==> src/rtl/noc_pkg.sv <==
// Shared constants, arrival entry layout and 7-segment encoder
// for the 9-router test network monitor.
package noc_pkg;

  localparam int N2      = 9;
  localparam int ROUTERS = 9;

  localparam logic [6:0] SEG_0    = ~7'b1111110;
  localparam logic [6:0] SEG_1    = ~7'b0110000;
  localparam logic [6:0] SEG_2    = ~7'b1101101;
  localparam logic [6:0] SEG_3    = ~7'b1111001;
  localparam logic [6:0] SEG_4    = ~7'b0110011;
  localparam logic [6:0] SEG_5    = ~7'b1011011;
  localparam logic [6:0] SEG_6    = ~7'b1011111;
  localparam logic [6:0] SEG_7    = ~7'b1110000;
  localparam logic [6:0] SEG_8    = ~7'b1111111;
  localparam logic [6:0] SEG_9    = ~7'b1111011;
  localparam logic [6:0] SEG_DASH = ~7'b0000001;

  typedef struct packed {
    logic [3:0] router;
    logic [3:0] step1;
    logic [3:0] step2;
  } arrival_t;

  function automatic logic [6:0] seg7(input logic [3:0] v);
    logic [6:0] s;
    case (v)
      4'd0:    s = SEG_0;
      4'd1:    s = SEG_1;
      4'd2:    s = SEG_2;
      4'd3:    s = SEG_3;
      4'd4:    s = SEG_4;
      4'd5:    s = SEG_5;
      4'd6:    s = SEG_6;
      4'd7:    s = SEG_7;
      4'd8:    s = SEG_8;
      4'd9:    s = SEG_9;
      default: s = SEG_DASH;
    endcase
    return s;
  endfunction

endpackage

==> src/rtl/arrival_fifo.sv <==
// Synchronous FIFO of arrival entries; a read frees a slot
// for a write in the same cycle even when full.
module arrival_fifo #(
  parameter int DEPTH = 4,
  parameter int W     = 12
) (
  input  logic         clk,
  input  logic         clr,
  input  logic         wr_en,
  input  logic [W-1:0] din,
  input  logic         rd_en,
  output logic [W-1:0] dout,
  output logic         empty,
  output logic         full
);

  localparam int AW = $clog2(DEPTH);

  logic [AW:0]  wr_ptr_q, wr_ptr_d;
  logic [AW:0]  rd_ptr_q, rd_ptr_d;
  logic [W-1:0] mem_q [DEPTH];
  logic         do_rd, do_wr;

  assign empty = (wr_ptr_q == rd_ptr_q);
  assign full  = (wr_ptr_q[AW] != rd_ptr_q[AW]) &&
                 (wr_ptr_q[AW-1:0] == rd_ptr_q[AW-1:0]);
  assign do_rd = rd_en & ~empty;
  assign do_wr = wr_en & (~full | do_rd);
  assign dout  = mem_q[rd_ptr_q[AW-1:0]];

  always_comb begin
    wr_ptr_d = wr_ptr_q;
    rd_ptr_d = rd_ptr_q;
    if (clr) begin
      wr_ptr_d = '0;
      rd_ptr_d = '0;
    end else begin
      if (do_wr) wr_ptr_d = wr_ptr_q + 1'b1;
      if (do_rd) rd_ptr_d = rd_ptr_q + 1'b1;
    end
  end

  always_ff @(posedge clk) begin
    wr_ptr_q <= wr_ptr_d;
    rd_ptr_q <= rd_ptr_d;
  end

  always_ff @(posedge clk) begin
    if (do_wr && !clr) mem_q[wr_ptr_q[AW-1:0]] <= din;
  end

endmodule

==> src/rtl/collect_data_9.sv <==
// Receive-side monitor: valid-edge arrival detection, ordered
// queueing and 7-segment display of the head arrival.
module collect_data_9
  import noc_pkg::*;
#(
  parameter int DEPTH = 4
) (
  input  logic          clk,
  input  logic          rst,
  input  logic [N2-1:0] in_router1,
  input  logic [N2-1:0] in_router2,
  input  logic [N2-1:0] in_router3,
  input  logic [N2-1:0] in_router4,
  input  logic [N2-1:0] in_router5,
  input  logic [N2-1:0] in_router6,
  input  logic [N2-1:0] in_router7,
  input  logic [N2-1:0] in_router8,
  input  logic [N2-1:0] in_router9,
  input  logic          sw_clear,
  input  logic          key_next,
  output logic [6:0]    hex_router,
  output logic [6:0]    hex_step1,
  output logic [6:0]    hex_step2,
  output logic [6:0]    hex_count,
  output logic          led_empty,
  output logic          led_overflow
);

  logic [N2-1:0]      in_r [ROUTERS];
  logic [ROUTERS-1:0] valid_v, rise;
  logic [ROUTERS-1:0] prev_valid_q, prev_valid_d;
  logic [ROUTERS-1:0] pending_q, pending_d;
  logic [ROUTERS-1:0] sel_oh;
  logic [7:0]         data_lat_q [ROUTERS];
  logic [7:0]         data_lat_d [ROUTERS];
  logic [3:0]         sel_idx;
  logic [7:0]         sel_data;
  logic               sel_any, clr;
  logic [3:0]         count_q, count_d;
  logic               key_q, key_d, pop;
  logic               ovf_q, ovf_d;
  logic               wr_en, f_empty, f_full;
  arrival_t           f_dout, f_din;
  logic [6:0]         hex_router_q, hex_router_d;
  logic [6:0]         hex_step1_q, hex_step1_d;
  logic [6:0]         hex_step2_q, hex_step2_d;
  logic [6:0]         hex_count_q, hex_count_d;
  logic               led_empty_q, led_empty_d;
  logic               led_ovf_q, led_ovf_d;

  assign in_r[0] = in_router1;
  assign in_r[1] = in_router2;
  assign in_r[2] = in_router3;
  assign in_r[3] = in_router4;
  assign in_r[4] = in_router5;
  assign in_r[5] = in_router6;
  assign in_r[6] = in_router7;
  assign in_r[7] = in_router8;
  assign in_r[8] = in_router9;

  assign clr = rst | sw_clear;

  always_comb begin
    for (int i = 0; i < ROUTERS; i++) begin
      valid_v[i] = in_r[i][8];
    end
  end

  assign rise    = valid_v & ~prev_valid_q;
  assign sel_any = |pending_q;
  assign sel_oh  = pending_q & (~pending_q + 1'b1);

  // Descending scan so the lowest pending index wins.
  always_comb begin
    sel_idx  = '0;
    sel_data = '0;
    for (int i = ROUTERS - 1; i >= 0; i--) begin
      if (pending_q[i]) begin
        sel_idx  = 4'(i);
        sel_data = data_lat_q[i];
      end
    end
  end

  assign wr_en = sel_any & ~clr;
  assign pop   = key_next & ~key_q & ~clr;
  assign f_din = '{router: sel_idx,
                   step1:  sel_data[7:4],
                   step2:  sel_data[3:0]};

  always_comb begin
    prev_valid_d = rst ? '0 : valid_v;
    pending_d    = clr ? '0 : ((pending_q & ~sel_oh) | rise);
    for (int i = 0; i < ROUTERS; i++) begin
      data_lat_d[i] = data_lat_q[i];
      if (rise[i] && !clr) data_lat_d[i] = in_r[i][7:0];
    end
    count_d = clr ? 4'd0 : count_q + {3'd0, sel_any};
    key_d   = clr ? 1'b0 : key_next;
    // A pop in the same cycle makes room, so no drop then.
    ovf_d   = clr ? 1'b0 :
              (ovf_q | (wr_en & f_full & ~(pop & ~f_empty)));
  end

  always_comb begin
    led_empty_d = f_empty;
    led_ovf_d   = ovf_q;
    hex_count_d = seg7(count_q);
    if (f_empty) begin
      hex_router_d = SEG_DASH;
      hex_step1_d  = SEG_DASH;
      hex_step2_d  = SEG_DASH;
    end else begin
      hex_router_d = seg7(f_dout.router);
      hex_step1_d  = seg7(f_dout.step1);
      hex_step2_d  = seg7(f_dout.step2);
    end
  end

  always_ff @(posedge clk) begin
    prev_valid_q <= prev_valid_d;
    pending_q    <= pending_d;
    count_q      <= count_d;
    key_q        <= key_d;
    ovf_q        <= ovf_d;
    for (int i = 0; i < ROUTERS; i++) begin
      data_lat_q[i] <= rst ? 8'd0 : data_lat_d[i];
    end
  end

  always_ff @(posedge clk) begin
    if (rst) begin
      hex_router_q <= SEG_DASH;
      hex_step1_q  <= SEG_DASH;
      hex_step2_q  <= SEG_DASH;
      hex_count_q  <= SEG_0;
      led_empty_q  <= 1'b1;
      led_ovf_q    <= 1'b0;
    end else begin
      hex_router_q <= hex_router_d;
      hex_step1_q  <= hex_step1_d;
      hex_step2_q  <= hex_step2_d;
      hex_count_q  <= hex_count_d;
      led_empty_q  <= led_empty_d;
      led_ovf_q    <= led_ovf_d;
    end
  end

  arrival_fifo #(.DEPTH(DEPTH), .W(12)) u_fifo (
    .clk   (clk),
    .clr   (clr),
    .wr_en (wr_en),
    .din   (f_din),
    .rd_en (pop),
    .dout  (f_dout),
    .empty (f_empty),
    .full  (f_full)
  );

  assign hex_router   = hex_router_q;
  assign hex_step1    = hex_step1_q;
  assign hex_step2    = hex_step2_q;
  assign hex_count    = hex_count_q;
  assign led_empty    = led_empty_q;
  assign led_overflow = led_ovf_q;

endmodule

==> config.mk <==
export PLATFORM = sky130hd
export DESIGN_NAME = collect_data_9
export DESIGN_NICKNAME = d
export VERILOG_FILES = /design/src/rtl/noc_pkg.sv /design/src/rtl/arrival_fifo.sv /design/src/rtl/collect_data_9.sv
export SDC_FILE = /design/constraint.sdc
export NUM_CORES = 1
export LEC_CHECK = 0
export BUFFER_PORTS_ARGS = -buffer_cell sky130_fd_sc_hd__clkbuf_2
export CORE_MARGIN = 4
export CORE_UTILIZATION = 45
export DETAILED_ROUTE_END_ITERATION = 10
export PLACE_DENSITY = 0.74
export REMOVE_ABC_BUFFERS = 1
export SETUP_SLACK_MARGIN = 0.15
export SLEW_MARGIN = 20
export SYNTH_ARGS = -nofsm -noshare
export SYNTH_HDL_FRONTEND = slang
export SYNTH_SLANG_ARGS = --single-unit
==> constraint.sdc <==
create_clock -name clk -period 3 [get_ports clk]
set_clock_uncertainty 0.1 [all_clocks]
set_input_delay 0.6 -clock clk [delete_from_list [all_inputs] [get_ports clk]]
set_output_delay 0.6 -clock clk [all_outputs]
set_load 0.01 [all_outputs]
; Word level (Yosys, flattened, before mapping)
; Memory sizes are Yosys's and may differ from the RTL's. A register that Yosys moved wholly into a read port is not among the register bits.
; Cells that the tools add are included.
[word_totals]
n_memories = 6
ram_bits = 120
output_inout_bits = 30
reg_bits = 32
romBits = 448
inputBits = 85
[classes]
mux = 40
n_reduce_logical = 14
add_sub_neg = 4
bitwise = 22
n_eq_ne = 3
[mem_list]
columns = name, depth, word_bits, read_ports, rd_clocked_by_memory_dff, wr, line
row1 = (name not given), 16, 7, 1, 1, 0, noc_pkg.sv:28  ; case (v)
row2 = (name not given), 16, 7, 1, 1, 0, noc_pkg.sv:28
row3 = (name not given), 16, 7, 1, 1, 0, noc_pkg.sv:28
row4 = (name not given), 16, 7, 1, 1, 0, noc_pkg.sv:28
row5 = data_lat_q, 9, 8, 9, 0, 9, collect_data_9.sv:34  ; logic [7:0] data_lat_q [ROUTERS];
row6 = u_fifo.mem_q, 4, 12, 1, 1, 1, arrival_fifo.sv:21  ; logic [W-1:0] mem_q [DEPTH];
[op_table]
columns = operator, count
row1 = 8-bit 2-to-1 mux, 27
row2 = 4-bit 2-to-1 mux, 9
row3 = 9-bit AND, 3
row4 = 9-bit NOT, 3
row5 = 1-bit logical AND, 11
row6 = 9-bit by 1-bit adder with 9-bit output (second input constant), 1
row7 = 9-bit bitwise OR, 1
row8 = 9-bit OR reduction, 1
row9 = 1-bit AND, 7
row10 = 3-bit by 1-bit adder with 3-bit output (second input constant), 2
row11 = 1-bit NOT, 5
row12 = 4-bit by 1-bit adder with 4-bit output, 1
row13 = 2-bit 2-to-1 mux, 2
row14 = 3-bit == test, 1
row15 = 1-bit bitwise OR, 3
row16 = 2-bit == test, 1
row17 = 1-bit 2-to-1 mux, 2
row18 = 2-bit OR reduction, 1
row19 = 1-bit zero test, 1
row20 = 1-bit inequality test, 1

; Longest topological paths before layout
[logic_depth]
ltp_word = 9
ltp_mapped = 9
depth_no_buf = 7

; Hierarchy
; Synthesis repeated with hierarchy kept, for this count alone.
[unflattened]
cells_unflattened = 800
area_unflattened_um2 = 7962.6
[by_module_without_submodules]
columns = mod, cells_each, area_per_inst_um2, n_inst, seq_area_each_um2
row1 = collect_data_9, 678, 5676.7, 1, 2522.4
row2 = arrival_fifo, 122, 2285.9, 1, 1601.5

; Worst setup path after synthesis
; Ideal clock, no wire load.
[synth_path]
kind = input -> register
startpoint = input rst
endpoint = memory u_fifo.mem_q[3][0], enable pin
stages = 5
path_slack_ns = -0.243
setup_time_ns = 0.412
n_path_buf = 3
arrival_time_ns = 2.731
path_cell_list = clkbuf_1 clkbuf_1 or2_2 clkbuf_1 nor4_1
[synth_via]
elab_chain_len = 9
word_cells_on_any_way = 11
cone_classes = 2 x mux / 7 x bitwise / 2 x reduce/logical
[synth_lines]
columns = element, line
row1 = from (decl), collect_data_9.sv:9  ; input logic rst,
row2 = 1-bit bitwise OR *, collect_data_9.sv:61  ; assign clr = rst | sw_clear;
row3 = 1-bit NOT, "collect_data_9.sv:85, collect_data_9.sv:86"
row4 = 1-bit AND, collect_data_9.sv:86  ; assign pop = key_next & ~key_q & ~clr;
row5 = 1-bit AND, arrival_fifo.sv:27  ; assign do_rd = rd_en & ~empty;
row6 = 1-bit bitwise OR, arrival_fifo.sv:28  ; assign do_wr = wr_en & (~full | do_rd);
row7 = 1-bit AND, arrival_fifo.sv:28
row8 = 1-bit logical AND *, arrival_fifo.sv:49  ; if (do_wr && !clr) mem_q[wr_ptr_q[AW-1:0]] <= din;
row9 = 1-bit 2-to-1 mux *, arrival_fifo.sv:49
row10 = 1-bit 2-to-1 mux (not written as such) *, arrival_fifo.sv:49
row11 = to (decl), arrival_fifo.sv:21
; Mark *: on every way between the ends. The rest lies on a longest branch, timed or not.

; Final worst setup path
[layout_path]
startpoint = register pending_q[0]
endpoint = memory u_fifo.mem_q[0][11], data pin
[layout_via]
elab_chain_len = 1
[layout_lines]
columns = element, line
row1 = from (decl), collect_data_9.sv:32  ; logic [ROUTERS-1:0] pending_q, pending_d;
row2 = from (signal assigned), collect_data_9.sv:122  ; pending_q <= pending_d;
row3 = 4-bit 2-to-1 mux, collect_data_9.sv:78  ; if (pending_q[i]) begin
row4 = net sel_idx[3], collect_data_9.sv:36  ; logic [3:0] sel_idx;
; The timed path passes the listed nets, and every way through them passes these cells.

==> qor.csv <==
metric,value,unit
layout cells sized above 1,0.230,
worst hold path class,input port to flop,
outcome,"finished, final reports clean",
total negative slack,0,ps
share of flip-flops with an asynchronous set or reset,0,
Antenna Violating Nets Remaining,0,
Worst-Margin Slew,990,ps
final core occ,0.537,
Flop pwr share,0.514,
core area,0.0172,mm²
Ys Warns,0,
VDD IR-drop max,0.450,mV
Placer Congestion,0.843,
post-synthesis sequential area ratio,0.526,
power per cell area,562,mW/mm²
I/O pin count,115,
GRT overflow,0,
Critical Path AT,2430,ps
hold_ws,266,ps
number of remaining DRC errors,0,
FF+latch area,0.00412,mm²
top_reg_cell synth,dfxtp_1,
Die X,140,µm
antenna violations before repair,0,
leak pwr,3.51,nW
largest net degree at the start of global routing,92,
crit end category,flop,
CP Launch Type,flop,
Yosys cell types,54,
Post-synth EDFFs,48,
Vias,5669,
max_slew headroom,0.337,
nets@finish,996,
Sw Share,0.237,
Die Y-Extent,140,µm
minimum clock period,2380,ps
Multi-input gate area,0.00340,mm²
Final Hold Viols,0,
Fill cells,1552,
# port buffers,114,
cts repair resizes,0,
Tot GR Track Use,0.168,
via/cell ratio,5.07,
design internal power,0.00396,W
Root Driver,clkbuf_16,
Setup Slack @ Placement,368,ps
Final period util,0.794,
WL final,16400,µm
clk buf depth,2,
number of global-route vias before repair,5329,
CTS H-tree depth,4,
NetSw,0.00123,W
"Hold-fix buffers, CTS",0,
mapped cell area,0.00784,mm²
Placed Instances,1087,
Yosys reg bits,182,
HPWL after detailed placement,11700,µm
unrepaired setup endpoints after global routing,false,
CTS tree,done,
Setup Buffers After CTS,0,
MaxCap Viol Count,0,
first-pass GRT wire length,26700,µm
kind of critical path,flop to flop,
Final setup viols,0,
clock share of power,0.396,
"CTS clk-pin slew, worst paths",70,ps
worst skew pair latency,430,ps
Starting Density,0.457,
Iteration-0 DRC Markers,358,
worst path required time,3040,ps
crit-path max FO,6,
worst setup margin,617,ps
total die area,0.0196,mm²
f_max,420,MHz
final cell count without fillers,1119,
CTS buffer count,17,
CTS Sinks,182,
DR WL/cell,14.7,µm
Slew Limit Fails,0,
Initial DRT Pass Iterations,5,
Synth Area per Inst,10.2,µm²
Mapped Cells,770,
combinational power share,0.089,
row count,48,
synthesis-to-layout area growth,17.7,%
# diodes,0,
==> flip-flops by register name, summed over array words and instances (netlist names), named ones only <==
register,cells
data_lat_q,72
pending_q,9
prev_valid_q,9
hex_step2,7
u_fifo.rd_ptr_q,3
count_q,4
key_q,1
u_fifo.mem_q,48
led_empty,1
led_overflow,1
hex_count,7
hex_router,7
hex_step1,7
led_ovf_d,1
u_fifo.wr_ptr_q,3
==> per-stage QoR <==
step | area, µm² | total power [W]
after floorplan | 7650 | 0.00298
after global placement | 8680 | 0.00318
after detailed placement | 8680 | 0.00319
after CTS | 9230 | 0.00523
after global routing | 9230 | 0.00540
final | 9230 | 0.00519
==> power by group through the flow <==
| stage | clock network [W] | logic (W) | registers [W] |
|---|---|---|---|
| 2_1_floorplan | 0 | 0.000257 | 0.00273 |
| 3_3_place_gp | 0 | 0.000456 | 0.00272 |
| 3_5_place_dp | 0 | 0.000463 | 0.00272 |
| 4_1_cts | 0.00209 | 0.000466 | 0.00267 |
| 5_1_grt | 0.00220 | 0.000519 | 0.00268 |
| 6_report | 0.00206 | 0.000463 | 0.00267 |
==> layer usage <==
metal,routed length (µm),GRT usage,part of all wire
met1,7600,0.227,0.46
met2,7460,0.260,0.45
met3,891,0.0382,0.054
met4,476,0.0765,0.029
met5,0,0,0
==> worst max-delay path, stage by stage (launching register included) <==
cell and delay, ps:
dfxtp_1 310, or4_4 610, or3_1 350, or2_1 230
nor3b_1 510
==> synth_stat cells, drive strengths merged, types with 2 or more instances <==
cell type,count,area share
or4,3,0.0038
a22o,8,0.0089
nand3,3,0.0019
ha,30,0.048
buf,16,0.012
inv,36,0.017
o21a,2,0.0019
nor2b,15,0.012
or2,5,0.0043
nand2,102,0.049
xnor2,6,0.0067
edfxtp,48,0.18
nor3b,11,0.012
clkbuf,27,0.013
o211ai,2,0.0019
nor3,10,0.0078
a21oi,31,0.021
o31ai,25,0.024
a21o,8,0.0077
o21ai,71,0.045
nor2,21,0.010
or3,2,0.0016
mux4,12,0.034
a31o,15,0.017
nand3b,9,0.0086
o21bai,8,0.0077
dfxtp,134,0.34
and2,3,0.0024
mux2i,9,0.011
a31oi,11,0.0088
nand2b,68,0.054
mux2,2,0.0029
a211oi,3,0.0029
and3,5,0.0040
==> final cells by class <==
cell class	count	area share
timing repair buffer	135	0.0803
inverter	37	0.0150
clock buffer	20	0.0473
multi-input combinational	508	0.368
tap	225	0.0305
clock inverter	12	0.0117
sequential	182	0.447
==> cell families after synthesis <==
group,synth area share
AO/OA/AOI/OAI,0.149
XOR/XNOR,0.00782
adder cells (fa/ha/maj),0.0479
buffers and inverters,0.0429
flip-flops,0.526
multiplexers,0.0488
AND/OR/NAND/NOR,0.178
==> final timing paths <==
path         depth (start not counted)  slack, ps                  end         startpoint
min reg2reg                          2        370    data_lat_q[0][17]  data_lat_q[0][17]
max                                  4        620  u_fifo.mem_q[0][11]       pending_q[0]
min                                  3        270    data_lat_q[0][58]      in_router8[2]
max reg2reg                          4        620  u_fifo.mem_q[0][11]       pending_q[0]
==> cells in the final DEF, fill, tap and decap left out, types with 9 or more instances in the layout <==
cell       instances
a21oi_1           30
a31o_2            14
a31oi_1           11
buf_4             20
clkbuf_16         17
clkbuf_2         114
dfxtp_1          134
edfxtp_1          48
ha_1              30
inv_1             36
mux2i_1            9
mux4_2            12
nand2_1          102
nand2b_1          68
nand3b_1           9
nor2_1            21
nor2b_1           15
nor3_1             9
o21ai_0           71
o31ai_1           25
No activity file was read; power rests on OpenSTA's default activity.
